$ cat config.mk
export PLATFORM = sky130hd
export DESIGN_NAME = apb_master_nslv
export DESIGN_NICKNAME = d
export VERILOG_FILES = /design/src/rtl/apb_master_nslv.sv
export SDC_FILE = /design/constraint.sdc
export NUM_CORES = 1
export LEC_CHECK = 0
export ABC_AREA = 1
export ABC_CLOCK_PERIOD_IN_PS = 3900
export BUFFER_PORTS_ARGS = -buffer_cell sky130_fd_sc_hd__buf_4
export CAP_MARGIN = 20
export CORE_AREA = 2 2 133 135
export CTS_CLUSTER_DIAMETER = 150
export DETAILED_ROUTE_END_ITERATION = 10
export DIE_AREA = 0 0 135 137
export PLACE_DENSITY_LB_ADDON = 0.12
export SLEW_MARGIN = 10
export SYNTH_ARGS = -nofsm -noshare
export SYNTH_HDL_FRONTEND = slang
export SYNTH_SLANG_ARGS = --single-unit
$ cat constraint.sdc
create_clock -name pclk -period 3.9 [get_ports pclk]
set_input_delay 0.195 -clock pclk [delete_from_list [all_inputs] [get_ports pclk]]
set_output_delay 0.195 -clock pclk [all_outputs]
set_load 0.05 [all_outputs]
$ cat src/rtl/apb_master_nslv.sv
`default_nettype none
// ============================================================================
// Module   : apb_master_nslv
// Brief    : APB master bridge to NSLV slaves with wait states, error
//            reporting, timeout abort and back-to-back commands.
// Revision : 1.0
// ============================================================================
module apb_master_nslv #(
    parameter int AW      = 32,
    parameter int DW      = 32,
    parameter int NSLV    = 4,
    parameter int SELW    = 2,
    parameter int TIMEOUT = 16
) (
    input  logic               pclk,
    input  logic               presetn,
    input  logic               transfer,
    input  logic               READ_WRITE,
    input  logic [AW-1:0]      apb_read_paddr,
    input  logic [AW-1:0]      apb_write_paddr,
    input  logic [DW-1:0]      apb_write_data,
    output logic [DW-1:0]      apb_read_data_out,
    output logic               xfer_done,
    output logic               xfer_err,
    output logic               busy,
    output logic [NSLV-1:0]    psel,
    output logic               penable,
    output logic               pwrite,
    output logic [AW-1:0]      paddr,
    output logic [DW-1:0]      pwdata,
    input  logic [NSLV*DW-1:0] prdata,
    input  logic [NSLV-1:0]    pready,
    input  logic [NSLV-1:0]    pslverr
);

    localparam int              c_CW    = (TIMEOUT > 1) ? $clog2(TIMEOUT) : 1;
    localparam int              c_TLIM  = (TIMEOUT > 0) ? TIMEOUT - 1 : 0;
    localparam logic [c_CW-1:0] c_TMAX  = c_TLIM[c_CW-1:0];
    localparam bit              c_TO_EN = (TIMEOUT != 0);
    localparam logic [SELW:0]   c_NSLV  = NSLV[SELW:0];

    typedef enum logic [1:0] {
        S_IDLE   = 2'd0,
        S_SETUP  = 2'd1,
        S_ACCESS = 2'd2
    } state_t;

    state_t            r_state, w_state_nx;
    logic [NSLV-1:0]   r_psel, w_psel_nx;
    logic              r_penable, w_penable_nx;
    logic              r_pwrite, w_pwrite_nx;
    logic [AW-1:0]     r_paddr, w_paddr_nx;
    logic [DW-1:0]     r_pwdata, w_pwdata_nx;
    logic [DW-1:0]     r_rdata, w_rdata_nx;
    logic              r_done, w_done_nx;
    logic              r_err, w_err_nx;
    logic              r_busy, w_busy_nx;
    logic [c_CW-1:0]   r_cnt, w_cnt_nx;
    logic [SELW-1:0]   r_idx, w_idx_nx;
    logic              r_dec_pend, w_pend_nx;

    logic [AW-1:0]     w_cmd_addr;
    logic [SELW-1:0]   w_cmd_idx;
    logic              w_cmd_ok;
    logic [NSLV-1:0]   w_cmd_onehot;
    logic              w_sel_ready, w_sel_err;
    logic [DW-1:0]     w_sel_rdata;
    logic              w_accept, w_end;

    assign w_cmd_addr = READ_WRITE ? apb_read_paddr : apb_write_paddr;
    assign w_cmd_idx  = w_cmd_addr[AW-1 -: SELW];
    assign w_cmd_ok   = ({1'b0, w_cmd_idx} < c_NSLV);

    // Only the latched slave's handshake is looked at; others may be X.
    always_comb begin
        w_sel_ready  = 1'b0;
        w_sel_err    = 1'b0;
        w_sel_rdata  = '0;
        w_cmd_onehot = '0;
        for (int i = 0; i < NSLV; i++) begin
            w_cmd_onehot[i] = (w_cmd_idx == i[SELW-1:0]);
            if (r_idx == i[SELW-1:0]) begin
                w_sel_ready = pready[i];
                w_sel_err   = pslverr[i];
                w_sel_rdata = prdata[i*DW +: DW];
            end
        end
    end

    always_comb begin
        w_state_nx   = r_state;
        w_psel_nx    = r_psel;
        w_penable_nx = r_penable;
        w_pwrite_nx  = r_pwrite;
        w_paddr_nx   = r_paddr;
        w_pwdata_nx  = r_pwdata;
        w_rdata_nx   = r_rdata;
        w_done_nx    = 1'b0;
        w_err_nx     = 1'b0;
        w_cnt_nx     = r_cnt;
        w_idx_nx     = r_idx;
        w_pend_nx    = r_dec_pend;
        w_accept     = 1'b0;
        w_end        = 1'b0;

        case (r_state)
            S_IDLE: begin
                // A decode error chained behind a completion is reported here.
                if (r_dec_pend) begin
                    w_done_nx = 1'b1;
                    w_err_nx  = 1'b1;
                    w_pend_nx = 1'b0;
                end else begin
                    w_accept = transfer;
                end
            end
            S_SETUP: begin
                w_penable_nx = 1'b1;
                w_state_nx   = S_ACCESS;
                w_cnt_nx     = '0;
            end
            S_ACCESS: begin
                if (w_sel_ready) begin
                    w_end     = 1'b1;
                    w_done_nx = 1'b1;
                    w_err_nx  = w_sel_err;
                    if (!r_pwrite && !w_sel_err) begin
                        w_rdata_nx = w_sel_rdata;
                    end
                end else if (c_TO_EN && (r_cnt == c_TMAX)) begin
                    w_end     = 1'b1;
                    w_done_nx = 1'b1;
                    w_err_nx  = 1'b1;
                end else begin
                    w_cnt_nx = r_cnt + c_CW'(1);
                end
            end
            default: w_state_nx = S_IDLE;
        endcase

        if (w_end) begin
            w_state_nx   = S_IDLE;
            w_psel_nx    = '0;
            w_penable_nx = 1'b0;
            w_accept     = transfer;
        end

        if (w_accept) begin
            if (w_cmd_ok) begin
                w_state_nx  = S_SETUP;
                w_psel_nx   = w_cmd_onehot;
                w_pwrite_nx = ~READ_WRITE;
                w_paddr_nx  = w_cmd_addr;
                w_idx_nx    = w_cmd_idx;
                if (!READ_WRITE) begin
                    w_pwdata_nx = apb_write_data;
                end
            end else if (w_end) begin
                w_pend_nx = 1'b1;
            end else begin
                w_done_nx = 1'b1;
                w_err_nx  = 1'b1;
            end
        end

        w_busy_nx = (w_state_nx != S_IDLE);
    end

    always_ff @(posedge pclk or negedge presetn) begin
        if (!presetn) begin
            r_state    <= S_IDLE;
            r_psel     <= '0;
            r_penable  <= 1'b0;
            r_pwrite   <= 1'b0;
            r_paddr    <= '0;
            r_pwdata   <= '0;
            r_rdata    <= '0;
            r_done     <= 1'b0;
            r_err      <= 1'b0;
            r_busy     <= 1'b0;
            r_cnt      <= '0;
            r_idx      <= '0;
            r_dec_pend <= 1'b0;
        end else begin
            r_state    <= w_state_nx;
            r_psel     <= w_psel_nx;
            r_penable  <= w_penable_nx;
            r_pwrite   <= w_pwrite_nx;
            r_paddr    <= w_paddr_nx;
            r_pwdata   <= w_pwdata_nx;
            r_rdata    <= w_rdata_nx;
            r_done     <= w_done_nx;
            r_err      <= w_err_nx;
            r_busy     <= w_busy_nx;
            r_cnt      <= w_cnt_nx;
            r_idx      <= w_idx_nx;
            r_dec_pend <= w_pend_nx;
        end
    end

    assign psel              = r_psel;
    assign penable           = r_penable;
    assign pwrite            = r_pwrite;
    assign paddr             = r_paddr;
    assign pwdata            = r_pwdata;
    assign apb_read_data_out = r_rdata;
    assign xfer_done         = r_done;
    assign xfer_err          = r_err;
    assign busy              = r_busy;

endmodule
`default_nettype wire

==> flow_metrics.env, run 1 <==
export IMPL_run_status="complete, no violations"
export IMPL_cts_tree="done"
export IMPL_grt_use_met2=0.3226
export IMPL_timing_hold_worst_endpoint="pwdata[2]"
export IMPL_placementRows=48
export IMPL_netlist_top_cell_by_area="dfrtp_1"
export IMPL_remaining_drc_errors=0
export IMPL_worst_path_max_fanout=35
export IMPL_rr_startpoint="paddr[30]"
export IMPL_hold_depth=3
export IMPL_setup_violation_total_in_the_final_timing_report=0
export IMPL_synth_net_count=873
export IMPL_grtUsageTotal=0.1895
export IMPL_worstPathCellList="nor2_8 > nand2_1 > nand3_1 > nand2_1 > nand2_1 > nand2_4 > nand2_8 > nand3_4 > nand2_1 > nand2_1"
export IMPL_timing_hold_ws_ps=94.64
export IMPL_number_of_instances_resized_during_post_cts_repair=0
export IMPL_cp_slowest_cell="dfrtp_1"
export IMPL_post_place_cells=1158
export IMPL_dr_total_vias=5546
export IMPL_ys_seq_elements=111
export IMPL_worstSetupEndpointType="register"
export IMPL_gp_congestion=0.7835
export IMPL_io_buffer_count=340
export IMPL_p_leak_nw=4.539
export IMPL_synth_top_cell_area_share=0.4988
export IMPL_skew_ps=8.673
export IMPL_drt_total_wl_microns=18410
export IMPL_worst_path_largest_cell_delay_ps=670
export IMPL_wl_per_cell_microns=15.68
export IMPL_share_of_layout_cells_above_drive_strength_1=0.3941
export IMPL_grt_pass1_vias=5357
export IMPL_place_detailed_hpwl_microns=13600
export IMPL_num_antenna_cells=0
export IMPL_worst_margin_pin_slew_ps=774.0
export IMPL_finalMaxSlewViolations=0
export IMPL_critical_path_startpoint_type="register"
export IMPL_core_util_final=0.5009
export IMPL_clk_transition_reported_paths_ps=70
export IMPL_mappedNetlistArea_sq_um=5569
export IMPL_grt_overflow=0
export IMPL_htreeDepth=3
export IMPL_grt_max_degree=72
export IMPL_ff2ff_path_depth=10
export IMPL_number_of_sinks_handled_by_clock_tree_synthesis=111
export IMPL_die_x_microns=135
export IMPL_regToRegEndpoint="pwdata[24]"
export IMPL_initialDrtViolationCount=247
export IMPL_irDropWorstVdd_uv=404.6
export IMPL_drtPass1Iterations=4
export IMPL_m1_gr_usage=0.2261
export IMPL_rsz_0062_raised_after_global_routing="false"
export IMPL_critical_path_class="register to register"
export IMPL_core_area_sq_um=17060
export IMPL_syn_to_final_growth_pct=53.40
export IMPL_min_period_ps=2698
export IMPL_cap_violations=0
export IMPL_hold_viol_final=0
export IMPL_cts_repair_timing_setup_buffer_count=0
export IMPL_antenna_violations_before_repair=0
export IMPL_finish_net_count=1185
export IMPL_top_area_cells_in_the_synthesized_netlist="dfrtp_1 50%, nand2_1 14%, o21ai_0 8.4%"
export IMPL_finish_cell_count_without_fillers=1174
export IMPL_synthesis_area_per_instance_sq_um=8.798
export IMPL_start_util=0.3265
export IMPL_holdCritPathClass="input pin to register"
export IMPL_route_antenna_remaining_nets=0
export IMPL_cts_buffers=9
export IMPL_deepest_clock_path_buffer_count=2
export IMPL_min_period_over_period=0.6917
export IMPL_pwr_density_cell_nw_per_um2=895.9
export IMPL_worstPathRequired_ps=4140
export IMPL_gr_usage_met3=0.06148
export IMPL_die_height_microns=137
export IMPL_hold_path_startpoint="apb_write_data[2]"
export IMPL_ys_seq_area_frac=0.4988
export IMPL_worst_ep_arrival_time_ps=2930
export IMPL_grt_pass1_wl_microns=27510
export IMPL_ports=341
export IMPL_highest_utilization_routing_layer_at_the_global_route_stage="met2"
export IMPL_relSlewSlack=0.4840
export IMPL_setup_tns_final_ps=0
export IMPL_clock_insertion_delay_worst_skew_ps=350
export IMPL_via_per_inst=4.724
export IMPL_max_clock_freq_ghz=0.3707
export IMPL_cts_root_buffer_cell="clkbuf_16"
export IMPL_yosysWarnings=0
export IMPL_ctsHoldBuffers=1
export IMPL_syn_inst=633
export IMPL_setup_slack_of_the_worst_register_to_register_path_ps=1200
export IMPL_cp_common_cell="nand2_1"
export IMPL_die_area_sq_um=18500
export IMPL_netlist_cell_type_count=29
## cell usage in the layout, fill, tap and decap left out
| cell type | count |
|---|---|
| nor2_2 | 1 |
| clkinv_1 | 1 |
| clkbuf_1 | 1 |
| nand2_1 | 212 |
| o21ai_0 | 94 |
| nand3_2 | 1 |
| clkinvlp_4 | 1 |
| dfrtp_1 | 111 |
| clkbuf_16 | 9 |
| nand2_4 | 2 |
| nand3_1 | 17 |
| a21oi_1 | 2 |
| xor2_1 | 2 |
| o21ai_1 | 5 |
| or2_0 | 1 |
| bufinv_16 | 3 |
| buf_12 | 1 |
| buf_4 | 346 |
| dlygate4sd3_1 | 1 |
| nand3_4 | 1 |
| o211ai_1 | 5 |
| nand4_1 | 32 |
| or2_2 | 5 |
| nor2_8 | 1 |
| nor2_1 | 4 |
| o22ai_1 | 21 |
| ha_1 | 4 |
| inv_6 | 1 |
| nand2_8 | 2 |
| a22o_1 | 21 |
| mux2i_1 | 30 |
| inv_1 | 11 |
## worst max path at each step
stage,start,to,slack (ps),depth (start not counted)
after CTS,paddr[30],pwdata[11],1150,10
after global routing,paddr[30],pwdata[10],880,10
after detailed placement,paddr[30],pwdata[11],1160,10
after floorplan,paddr[30],paddr[10],1950,10
after global placement,paddr[30],pwdata[10],1200,10
final,paddr[30],pwdata[24],1200,10
## report_power, final
| part | switching [mW] | internal, mW |
|---|---|---|
| Clock | 0.425 | 0.628 |
| Sequential | 0.348 | 1.68 |
| Combinational | 3.18 | 1.39 |
| Total | 3.96 | 3.70 |
## kinds of logic (layout without fill, tap and decap cells)
family	after synthesis	count (layout)	synth area share
flops	111	111	0.4988
xor+xnor	2	2	0.003146
compound gates	148	148	0.1541
simple gates	279	279	0.2240
fa+ha+maj	4	4	0.008987
buf+inv	59	375	0.05706
mux	30	30	0.05392
## per-stage QoR
step	instance area, sq um	power (mW)	worst slack (ps)
2_1_floorplan	5569	5.218	1953
3_3_place_gp	8198	6.645	1204
3_5_place_dp	8198	6.662	1156
4_1_cts	8543	7.738	1145
5_1_grt	8543	8.127	876.1
6_report	8543	7.654	1202
## synth_stat cells, drive strengths merged
cell type	number
a21oi	2
a22o	21
buf	29
clkbuf	18
clkinv	1
dfrtp	111
ha	4
inv	11
mux2i	30
nand2	216
nand3	19
nand4	32
nor2	6
o211ai	5
o21ai	99
o22ai	21
or2	6
xor2	2
## layer usage
metal | up-vias | wire, microns
met1 | 2497 | 7319
met3 | 25 | 1828
li1 | 2800 | -
met4 | 0 | 370
met2 | 224 | 8893
met5 | - | 0
## state kept, by name, summed over array words and instances, names as in the netlist
register / count
penable: 1
psel: 4
busy: 1
r_state: 2
r_cnt: 4
xfer_err: 1
pwdata: 32
apb_read_data_out: 32
xfer_done: 1
paddr: 32
pwrite: 1
## layout make-up
cell class,instances,area (sq um)
Fill cell,1716,8513
Sequential cell,111,2778
Timing Repair Buffer,348,2628
Multi-Input combinational cell,463,2476
Tap cell,225,281.5
Clock buffer,10,229.0
Clock inverter,5,106.4
Inverter,12,45.04
## critical path, delay by kind of cell, from the launching register on
| family | cells | cell delay (ps) |
|---|---|---|
| flip-flops | 1 | 670 |
| AND/OR/NAND/NOR | 10 | 1880 |
No activity file was read; power rests on OpenSTA's default activity.
==> inputs of run 2 (changes only) <==
--- a/config.mk
+++ b/config.mk
@@ -6,13 +6,13 @@
 export NUM_CORES = 1
 export LEC_CHECK = 0
 export ABC_AREA = 1
-export ABC_CLOCK_PERIOD_IN_PS = 3900
+export ABC_CLOCK_PERIOD_IN_PS = 2800
 export BUFFER_PORTS_ARGS = -buffer_cell sky130_fd_sc_hd__buf_4
 export CAP_MARGIN = 20
-export CORE_AREA = 2 2 133 135
+export CORE_AREA = 2 2 134 136
 export CTS_CLUSTER_DIAMETER = 150
 export DETAILED_ROUTE_END_ITERATION = 10
-export DIE_AREA = 0 0 135 137
+export DIE_AREA = 0 0 136 138
 export PLACE_DENSITY_LB_ADDON = 0.12
 export SLEW_MARGIN = 10
 export SYNTH_ARGS = -nofsm -noshare
==> constraint.sdc (replaced) <==
create_clock -name pclk -period 2.8 [get_ports pclk]
set_input_delay 0.14 -clock pclk [delete_from_list [all_inputs] [get_ports pclk]]
set_output_delay 0.14 -clock pclk [all_outputs]
set_load 0.05 [all_outputs]
==> flow_metrics.env, run 2 (same netlist as run 1, synthesis figures left out) <==
export IMPL_clk_transition_reported_paths_ps=80
export IMPL_core_area_sq_um=17530
export IMPL_critical_path_startpoint_type="register"
export IMPL_number_of_sinks_handled_by_clock_tree_synthesis=111
export IMPL_net_switching_power_mw=5.598
export IMPL_min_period_ps=2219
export IMPL_finish_cell_count_without_fillers=1181
export IMPL_start_util=0.3176
export IMPL_pre_cts_slack_ps=602.8
export IMPL_timing_hold_ws_ps=35.65
export IMPL_routedLengthMet1_microns=7374
export IMPL_timing_final_ws_setup_ps=580.6
export IMPL_length_of_routed_met2_wiring_microns=9319
export IMPL_pwr_density_cell_nw_per_um2=1235
export IMPL_worst_path_largest_cell_delay_ps=670
export IMPL_worst_ep_arrival_time_ps=2430
export IMPL_num_antenna_cells=0
export IMPL_share_of_layout_cells_above_drive_strength_1=0.3960
export IMPL_finish_net_count=1187
export IMPL_die_area_sq_um=18770
export IMPL_route_antenna_remaining_nets=0
export IMPL_fillers=1788
export IMPL_worst_margin_pin_slew_ps=862.7
export IMPL_finalMaxSlewViolations=0
export IMPL_critical_path_class="register to register"
export IMPL_p_leak_nw=4.534
export IMPL_pwr_share_seq=0.266
export IMPL_relSlewSlack=0.4248
export IMPL_via_per_inst=4.697
export IMPL_grt_pass1_wl_microns=28610
export IMPL_route_met3_wl_microns=1932
export IMPL_core_util_final=0.4862
export IMPL_final_cell_area_sq_um=8526
export IMPL_power_switching_fraction=0.5318
export IMPL_internal_power_mw=4.928
export IMPL_antenna_violations_before_repair=0
export IMPL_dr_total_vias=5547
export IMPL_wl_per_cell_microns=15.90
export IMPL_place_detailed_hpwl_microns=13800
export IMPL_grtUsageTotal=0.1937
export IMPL_holdCritPathClass="input pin to register"
export IMPL_cts_tree="done"
export IMPL_min_period_over_period=0.7926
export IMPL_die_height_microns=138
export IMPL_rsz_0062_raised_after_global_routing="false"
export IMPL_drtPass1Iterations=4
export IMPL_worst_path_max_fanout=36
export IMPL_hold_viol_final=0
export IMPL_setup_violation_total_in_the_final_timing_report=0
export IMPL_post_layout_power_mw=10.53
export IMPL_ports=341
export IMPL_run_status="complete, no violations"
export IMPL_setup_tns_final_ps=0
export IMPL_layout_cells_most_common="buf_4"
export IMPL_grt_pass1_vias=5386
export IMPL_detailed_place_area_sq_um=8230
export IMPL_grt_max_degree=72
export IMPL_worstPathRequired_ps=3010
export IMPL_cts_root_buffer_cell="clkbuf_16"
export IMPL_layout_common_cells="347 x buf_4, 212 x nand2_1, 111 x dfrtp_1"
export IMPL_post_place_cells=1164
export IMPL_worstSetupEndpointType="register"
export IMPL_drt_total_wl_microns=18770
export IMPL_cp_slowest_cell="dfrtp_1"
export IMPL_worstPathCellList="nor2_1 > nand2_1 > nand3_1 > o21ai_0 > nand3_2 > buf_12 > nand2_1 > o21ai_0"
export IMPL_top_layer="met4"
export IMPL_skew_ps=11.37
export IMPL_irDropWorstVdd_uv=630.4
export IMPL_gp_congestion=0.7613
export IMPL_deepest_clock_path_buffer_count=2
export IMPL_htreeDepth=3
export IMPL_io_buffer_count=340
export IMPL_comb_power_share=0.613
export IMPL_placementRows=49
export IMPL_grt_overflow=0
export IMPL_remaining_drc_errors=0
export IMPL_max_clock_freq_ghz=0.4506
export IMPL_initialDrtViolationCount=228
export IMPL_syn_to_final_growth_pct=53.09
export IMPL_p_clk_frac=0.121
export IMPL_cap_violations=0
export IMPL_clock_insertion_delay_worst_skew_ps=350
export IMPL_cts_buffers=9
export IMPL_die_x_microns=136
run 2: worst paths after layout:
kind / startpoint / end / slack (ps) / cells after the start
min reg2reg: pwdata[17] / pwdata[17] / 480 / 2
min: apb_write_data[3] / pwdata[3] / 40 / 3
max: paddr[31] / apb_read_data_out[19] / 580 / 8
max in group asynchronous: presetn / pwdata[22] / 1600 / 3
min in group asynchronous: presetn / paddr[17] / 440 / 2
max reg2reg: paddr[31] / apb_read_data_out[19] / 580 / 8
run 2: power by group through the flow:
stage / logic (mW) / clock network, mW / registers, mW
2_1_floorplan: 2.06 / 0 / 5.21
3_3_place_gp: 6.51 / 0 / 2.82
3_5_place_dp: 6.54 / 0 / 2.81
4_1_cts: 6.55 / 1.32 / 2.80
5_1_grt: 6.92 / 1.38 / 2.89
6_report: 6.46 / 1.27 / 2.80
run 2: what timing repair did:
action / in CTS / in global routing
hold buffers: 1 / 0
endpoints found under the hold margin: 62 / 0
buffers inserted: 0 / 0
resized for setup: 0 / 0
run 2: layer usage:
layer | up-vias | track usage
li1 | 2807 | -
met1 | 2505 | 0.2257
met2 | 224 | 0.3430
met3 | 11 | 0.06527
met4 | 0 | 0.04167
met5 | - | 0
run 2: cell type report:
type | instances | area, sq um | area share
Tap cell | 229 | 286.5 | 0.03361
Inverter | 12 | 45.04 | 0.005283
Clock inverter | 6 | 56.30 | 0.006604
Timing Repair Buffer | 350 | 2655 | 0.3114
Clock buffer | 10 | 229.0 | 0.02686
Multi-Input combinational cell | 463 | 2476 | 0.2904
Sequential cell | 111 | 2778 | 0.3258
run 2: critical path, delay by kind of cell, from the launching register on:
family	cells	cell delay [ps]
flip-flops	1	670
buffers and inverters	1	360
AO/OA/AOI/OAI	2	220
AND/OR/NAND/NOR	5	820
==> inputs of run 3 (changes only) <==
--- a/config.mk
+++ b/config.mk
@@ -6,7 +6,7 @@
 export NUM_CORES = 1
 export LEC_CHECK = 0
 export ABC_AREA = 1
-export ABC_CLOCK_PERIOD_IN_PS = 2800
+export ABC_CLOCK_PERIOD_IN_PS = 2200
 export BUFFER_PORTS_ARGS = -buffer_cell sky130_fd_sc_hd__buf_4
 export CAP_MARGIN = 20
 export CORE_AREA = 2 2 134 136
==> constraint.sdc (replaced) <==
create_clock -name pclk -period 2.2 [get_ports pclk]
set_input_delay 0.11 -clock pclk [delete_from_list [all_inputs] [get_ports pclk]]
set_output_delay 0.11 -clock pclk [all_outputs]
set_load 0.05 [all_outputs]
==> flow_metrics.env, run 3 (same netlist as run 1, synthesis figures left out) <==
export IMPL_run_status="complete, no violations"
export IMPL_dr_total_vias=5605
export IMPL_drtPass1Iterations=4
export IMPL_worst_margin_pin_slew_ps=577.7
export IMPL_place_detailed_hpwl_microns=14040
export IMPL_setup_slack_of_the_worst_register_to_register_path_ps=270
export IMPL_timing_hold_ws_ps=10.91
export IMPL_worst_path_max_fanout=31
export IMPL_cts_root_buffer_cell="clkbuf_16"
export IMPL_skew_ps=6.584
export IMPL_die_height_microns=138
export IMPL_share_of_layout_cells_above_drive_strength_1=0.3969
export IMPL_combined_area_of_the_multi_input_logic_cells_sq_um=2476
export IMPL_via_per_inst=4.694
export IMPL_io_buffer_count=340
export IMPL_rsz_0062_raised_after_global_routing="false"
export IMPL_syn_to_final_growth_pct=55.94
export IMPL_critical_path_class="register to register"
export IMPL_critical_path_startpoint_type="register"
export IMPL_timing_final_ws_setup_ps=270.9
export IMPL_placementRows=49
export IMPL_drt_total_wl_microns=18830
export IMPL_grt_pass1_vias=5434
export IMPL_cap_violations=0
export IMPL_setup_violation_total_in_the_final_timing_report=0
export IMPL_gp_congestion=0.8014
export IMPL_remaining_drc_errors=0
export IMPL_start_util=0.3176
export IMPL_layout_common_cells="351 x buf_4, 212 x nand2_1, 111 x dfrtp_1"
export IMPL_die_x_microns=136
export IMPL_regToRegEndpoint="apb_read_data_out[14]"
export IMPL_relSlewSlack=0.6108
export IMPL_pre_cts_slack_ps=280.7
export IMPL_die_area_sq_um=18770
export IMPL_cts_buffers=9
export IMPL_htreeDepth=3
export IMPL_ff2ff_path_depth=8
export IMPL_deepest_clock_path_buffer_count=2
export IMPL_worstPathRequired_ps=2420
export IMPL_cts_tree="done"
export IMPL_pwr_density_cell_nw_per_um2=1567
export IMPL_finalMaxSlewViolations=0
export IMPL_min_period_ps=1929
export IMPL_hold_depth=3
export IMPL_layout_cells_most_common="buf_4"
export IMPL_min_period_over_period=0.8768
export IMPL_clk_transition_reported_paths_ps=80
export IMPL_ports=341
export IMPL_grt_pass1_wl_microns=28430
export IMPL_wl_per_cell_microns=15.77
export IMPL_holdCritPathClass="input pin to register"
export IMPL_clock_insertion_delay_worst_skew_ps=350
export IMPL_grt_overflow=0
export IMPL_finish_net_count=1200
export IMPL_fillers=1768
export IMPL_hold_viol_final=0
export IMPL_grt_max_degree=72
export IMPL_grtUsageTotal=0.1935
export IMPL_core_area_sq_um=17530
export IMPL_route_antenna_remaining_nets=0
export IMPL_p_leak_nw=4.606
export IMPL_worst_ep_arrival_time_ps=2150
export IMPL_irDropWorstVdd_uv=698.5
export IMPL_initialDrtViolationCount=166
export IMPL_max_clock_freq_ghz=0.5184
export IMPL_timing_hold_worst_endpoint="pwdata[9]"
export IMPL_setup_tns_final_ps=0
export IMPL_layout_area_seq_sq_um=2778
export IMPL_hold_path_startpoint="apb_write_data[9]"
export IMPL_num_antenna_cells=0
export IMPL_rr_startpoint="paddr[30]"
export IMPL_number_of_sinks_handled_by_clock_tree_synthesis=111
export IMPL_antenna_violations_before_repair=0
export IMPL_worstSetupEndpointType="register"
export IMPL_number_of_instances_resized_during_post_cts_repair=0
## run 3: changes by cell type in the layout (fill, tap and decap cells not counted), sizes merged
cell,previous run,this run
dlygate4sd3,1,9
buf,349,354
clkinv,1,2
inv,16,14
bufinv,0,1
## run 3: final cells by class
cell class	count	area share
timing repair buffer	363	0.3207
sequential	111	0.3198
multi-input combinational	463	0.2851
tap	229	0.03299
clock buffer	10	0.02752
clock inverter	6	0.008644
inverter	12	0.005187
## run 3: critical path, cell delays in order (launching register included)
cell and delay (ps):
dfrtp_1 600, inv_1 100, nor2_1 130, nand2_1 60, nand3_1 70, o21ai_0 150
nand3_2 220, buf_4 320, o21ai_0 140
## run 3: how the worst max path moves through the flow
| stage | startpoint | to | cells after the start |
|---|---|---|---|
| after floorplan | paddr[30] | paddr[10] | 10 |
| after global placement | paddr[30] | pwdata[25] | 9 |
| after detailed placement | paddr[30] | pwdata[15] | 9 |
| after CTS | paddr[30] | apb_read_data_out[13] | 8 |
| after global routing | paddr[30] | apb_read_data_out[14] | 8 |
| final | paddr[30] | apb_read_data_out[14] | 8 |
## run 3: what timing repair did
action | in CTS | in global routing
hold buffers | 9 | 0
hold endpoints to repair | 42 | 0
setup buffers | 0 | 0
endpoints found under the setup margin | 0 | 0
## run 3: layer usage
layer / GRT usage / wire (microns) / vias up
met4: 0.05976 / 301 / 0
met5: 0 / 0 / -
li1: - / - / 2833
met2: 0.3396 / 9330 / 220
met3: 0.06784 / 1964 / 18
met1: 0.2187 / 7232 / 2534
## run 3: stage by stage
stage	total power, mW	instances	util	instance area [sq um]
after CTS	13.79	1194	0.4953	8685
after global routing	14.45	1194	0.4953	8685
final	13.61	1194	0.4953	8685
after detailed placement	12.00	1169	0.4722	8280
after floorplan	9.250	633	-	5569
after global placement	11.96	1169	0.4722	8280
## run 3: power breakdown
group / leakage [nW] / internal [mW] / switching, mW
combinational: 3.06 / 2.57 / 5.77
clock: 0.152 / 0.934 / 0.805
sequential: 1.40 / 2.98 / 0.556
